`src/rtl/decode_and_execute_if.sv`:
```
// Operand/select bundle into the ALU stage and the registered result back out.
// No handshake: a new operation is presented every cycle.
interface decode_and_execute_if;
  logic [3:0] rs;
  logic [3:0] rt;
  logic [2:0] sel;
  logic [3:0] rd;

  modport master (output rs, output rt, output sel, input rd);
  modport slave  (input rs, input rt, input sel, output rd);
endinterface

```
`src/rtl/decode_and_execute.sv`:
```
// 4-bit ALU stage: decodes sel, computes add/sub/logic/shift/compare, registers rd.
// Latency 1 cycle; no backpressure, accepts a new operation every cycle.
module decode_and_execute (
  input  logic                  clk,
  input  logic                  rst_n,
  decode_and_execute_if.slave   bus
);

  logic       sub;
  logic [3:0] addb;
  logic [3:0] carry;
  logic [3:0] sum;
  logic [3:0] and_res;
  logic [3:0] or_res;
  logic [3:0] asr_res;
  logic [3:0] rol_res;
  logic       lt;
  logic       eq;
  logic [3:0] res;

  // Subtract reuses the adder as rs + ~rt + 1.
  assign sub      = (bus.sel == 3'b000);
  assign addb     = sub ? ~bus.rt : bus.rt;
  assign carry[0] = sub;

  genvar i;
  generate
    for (i = 0; i < 4; i++) begin : g_rca
      assign sum[i] = bus.rs[i] ^ addb[i] ^ carry[i];
      if (i < 3) begin : g_carry
        assign carry[i+1] = (bus.rs[i] & addb[i]) | (carry[i] & (bus.rs[i] ^ addb[i]));
      end
    end
  endgenerate

  assign and_res = bus.rs & bus.rt;
  assign or_res  = bus.rs | bus.rt;
  assign asr_res = {bus.rt[3], bus.rt[3:1]};
  assign rol_res = {bus.rs[2:0], bus.rs[3]};
  assign lt      = (bus.rs < bus.rt);
  assign eq      = (bus.rs == bus.rt);

  always_comb begin
    res = 4'b0000;
    case (bus.sel)
      3'b000:  res = sum;
      3'b001:  res = sum;
      3'b010:  res = and_res;
      3'b011:  res = or_res;
      3'b100:  res = asr_res;
      3'b101:  res = rol_res;
      3'b110:  res = {3'b101, lt};
      3'b111:  res = {3'b111, eq};
      default: res = 4'b0000;
    endcase
  end

  always_ff @(posedge clk or negedge rst_n) begin
    if (!rst_n) begin
      bus.rd <= 4'b0000;
    end else begin
      bus.rd <= res;
    end
  end

endmodule

```
`src/flat_wrapper.sv`:
```
// flat-port wrapper written by rule: the top's interface ports become plain ports
module decode_and_execute_flat 
  (clk, rst_n, bus_rs, bus_rt, bus_sel, bus_rd);
  decode_and_execute_if bus_i ();
  input  logic clk;
  input  logic rst_n;
  input wire logic [$bits(bus_i.rs)-1:0] bus_rs;
  input wire logic [$bits(bus_i.rt)-1:0] bus_rt;
  input wire logic [$bits(bus_i.sel)-1:0] bus_sel;
  output wire logic [$bits(bus_i.rd)-1:0] bus_rd;
  assign bus_i.rs = bus_rs;
  assign bus_i.rt = bus_rt;
  assign bus_i.sel = bus_sel;
  assign bus_rd = bus_i.rd;
  decode_and_execute u_core (.clk(clk), .rst_n(rst_n), .bus(bus_i));
endmodule
```
`config.mk`:
```
export PLATFORM = sky130hd
export DESIGN_NAME = decode_and_execute_flat
export DESIGN_NICKNAME = d
export VERILOG_FILES = /design/src/rtl/decode_and_execute_if.sv /design/src/rtl/decode_and_execute.sv /design/src/flat_wrapper.sv
export SDC_FILE = /design/constraint.sdc
export NUM_CORES = 1
export LEC_CHECK = 0
export ABC_AREA = 1
export CORE_AREA = 5 5 42 44
export DETAILED_ROUTE_END_ITERATION = 6
export DIE_AREA = 0 0 47 49
export DONT_BUFFER_PORTS = 1
export GPL_ROUTABILITY_DRIVEN = 0
export PLACE_DENSITY = 0.69
export SLEW_MARGIN = 20
export SYNTH_ARGS = -nofsm -noshare
export SYNTH_HDL_FRONTEND = slang
export SYNTH_SLANG_ARGS = --single-unit
```
`constraint.sdc`:
```
create_clock -name clk -period 0.8 [get_ports clk]
set_clock_uncertainty 0.05 [all_clocks]
set_input_delay 0.12 -clock clk [delete_from_list [all_inputs] [get_ports clk]]
set_output_delay 0.12 -clock clk [all_outputs]
set_load 0.03 [all_outputs]
```
==> results_dict.tcl, run 1 <==
set metrics [dict create \
    final_min_period_over_clock_period 1.69 \
    synth_edf_count 0 \
    power.density_cell_area_nw_per_um2 993 \
    design.die.area_um2 2300 \
    yosys_most_used_dff "dfrtp_1" \
    grt_pass1_wl_um 3210 \
    cap_violations 0 \
    final-seq-area_um2 103 \
    final_hold_viol_count 0 \
    min_path_type "in -> reg" \
    pin_count 17 \
    finalWirelength_um 1870 \
    layout-drive-gt1-share 0.432 \
    synth_area_um2 719 \
    wire_per_inst_um 13.9 \
    clk_transition_reported_paths_ns 0.04 \
    place.port_buffers 0 \
    global_route_congestion_overflow_total 0 \
    worstSetupEndpointType "flip-flop" \
    grt_start_max_net_pins 11 \
    chipHeight_um 49 \
    cts.path.max_buffers 2 \
    dpl_cell_area_um2 912 \
    peakVddDrop_uv 418 \
    reg_top3 "u_core.bus.rd: 4 flops" \
    asyncSetResetFlopFracSynth 1.00 \
    run_status "complete, but fails checks" \
    fillerInstances 118 \
    vias_in_the_first_global_route 727 \
    cellLeakagePower_uw 0.000473 \
    grt_setup_unrepaired "true" \
    number_of_distinct_library_cells_after_synthesis 23 \
    largest_register_ffs 4 \
    worst-setup-path-type "in -> reg" \
    synth.largest_area_cell "ha_1" \
    vias 693 \
    route.detailed.drc 0 \
    grtUsageMet2 0.308 \
    row_count 14 \
    required_ns 0.92 \
    yosys_register_bits 4 \
    floorplan.initialDensity 0.513 \
    groute.usage.overall 0.190 \
    setup.worst_path.start_class "primary input" \
    yosys-top-cells-area "ha_1 (21%), dfrtp_1 (14%), nand2_1 (9.4%), inv_1 (8.3%), nor2_1 (7.3%)" \
    syn_nets 130 \
    multi_input_comb_area_um2 621 \
    design_area_um2 987 \
    cts_inserted_buffers 3 \
    worstPathArrival_ns 1.48 \
    fin_crit_ns 1.35 \
    root_buffer "clkbuf_4" \
    crit_fanout 8 \
    diodes 0 \
    ys_seq_area_frac 0.139 \
    area.growth.synth_to_final_pct 37.2 \
    timing.final.setup_violations 8 \
    first_iter_violations 7 \
    cts_sinks 4 \
    tightest_slew_ns 0.274 \
    synthCells 103 \
    synth_area_per_cell_um2 6.98 \
    drt_pass1_iterations 4 \
    relative_slew_margins 0.817 \
    timing.fmax_ghz 0.739 \
    finalNetCount 147 \
    grt_most_used_layer "met2" \
    gr-usage-met3 0.0148 \
    yosys-top-cells-count "nand2_1 (18), inv_1 (16), nor2_1 (14)" \
    slew_violations 0 \
    antenna_left 0 \
    floorplan.die.width_um 47 \
    dp_hpwl_um 1530 \
    synth-warning-count 0 \
    detail_route.vias_per_cell 5.17 \
    layout_setup_ws_ns -0.554 \
    placeableCoreArea_um2 1400 \
    dp.cells 128 \
    violations "setup timing" \
    layout.cells.non_filler 134 \
    initial_antenna_violation_count 0 \
    tritoncts_clock_tree "done" \
    synthDominantCellAreaShare 0.209 \
    tns_setup_ns -1.75 \
    cts.htree.levels 1 \
    yosysMostFrequentCell "nand2_1" \
    registers.top_by_ff_count "u_core.bus.rd" \
    use_met1 0.241 \
]
==> placed cells by master, fill, tap and decap left out, types with 2 or more instances in the layout <==
cell,instances
buf_4,12
clkbuf_4,3
dfrtp_1,2
dfrtp_2,2
fa_2,2
ha_1,8
ha_4,4
inv_1,6
inv_2,4
inv_4,5
nand2_1,18
nand2_4,2
nand3_1,9
nand4_1,3
nor2_1,10
nor2_2,5
nor2_4,3
nor3_1,2
o21ai_0,3
==> worst paths after layout <==
path,to,depth (start not counted),from,slack (ns)
max,u_core.bus.rd[2],9,bus_sel[1],-0.55
min,u_core.bus.rd[3],4,bus_rt[3],0.07
max in group asynchronous,u_core.bus.rd[0],1,rst_n,0.42
min in group asynchronous,u_core.bus.rd[2],1,rst_n,0.10
==> critical path, stage by stage <==
cell     delay [ns]
nor2_4         0.12
nand2_4        0.08
xor2_2         0.15
fa_2           0.35
inv_2          0.06
fa_2           0.42
inv_2          0.06
nand2_1        0.05
nand4_1        0.07
==> area by class of cell <==
cell class,instances,area share
tap,16,0.0203
sequential,4,0.104
clock buffer,3,0.0228
inverter,18,0.112
timing repair buffer,14,0.113
multi-input combinational,79,0.629
==> per-layer routing <==
layer  vias to the layer above  part of all wire  wire (um)
met5                         -                 0          0
met3                         6             0.030         56
li1                        356                 -          -
met1                       315              0.41        773
met4                         0             0.026         48
met2                        16              0.53        988
==> metrics by stage <==
| stage | util | hold slack [ns] | worst slack (ns) | power (uW) |
|---|---|---|---|---|
| floorplan | - | -0.226 | -0.963 | 611 |
| finish | 0.704 | 0.0696 | -0.554 | 981 |
| CTS | 0.694 | 0.0691 | -0.550 | 974 |
| detailed placement | 0.651 | -0.225 | -0.874 | 683 |
| global placement | 0.651 | -0.225 | -0.851 | 674 |
| global route | 0.704 | 0.0875 | -0.668 | 1050 |
==> what timing repair did <==
action                                 4_1_cts  5_1_grt
setup endpoints to repair                    8        8
setup buffers                                2        0
hold buffers                                 1        0
endpoints found under the hold margin        4        0
pin swaps                                   10        7
gates resized for setup                      6        5
==> power by group <==
group	leakage, uW	total, uW	internal (uW)	switching [uW]
combinational	0.000414	412	205	207
clock	0.0000138	258	168	89.9
sequential	0.0000454	311	237	74.0
total	0.000473	981	610	371
==> cell families after synthesis <==
logic type,after synthesis,synth area share
and+or+nand+nor,55,0.388
AOI/OAI and AO/OA,7,0.0504
buffers and inverters,20,0.122
adders and majority gates,14,0.264
xor gates and xnor gates,3,0.0365
DFF,4,0.139
(Power assumes the default switching activity.)
==> run 2, diff against run 1 <==
--- a/config.mk
+++ b/config.mk
@@ -6,13 +6,13 @@
 export NUM_CORES = 1
 export LEC_CHECK = 0
 export ABC_AREA = 1
+export CAP_MARGIN = 10
 export CORE_AREA = 5 5 42 44
 export DETAILED_ROUTE_END_ITERATION = 6
 export DIE_AREA = 0 0 47 49
 export DONT_BUFFER_PORTS = 1
-export GPL_ROUTABILITY_DRIVEN = 0
 export PLACE_DENSITY = 0.69
-export SLEW_MARGIN = 20
+export SLEW_MARGIN = 15
 export SYNTH_ARGS = -nofsm -noshare
 export SYNTH_HDL_FRONTEND = slang
 export SYNTH_SLANG_ARGS = --single-unit
==> results of run 2 <==
No change in the layout: final DEF, timing and power equal those of run 1.
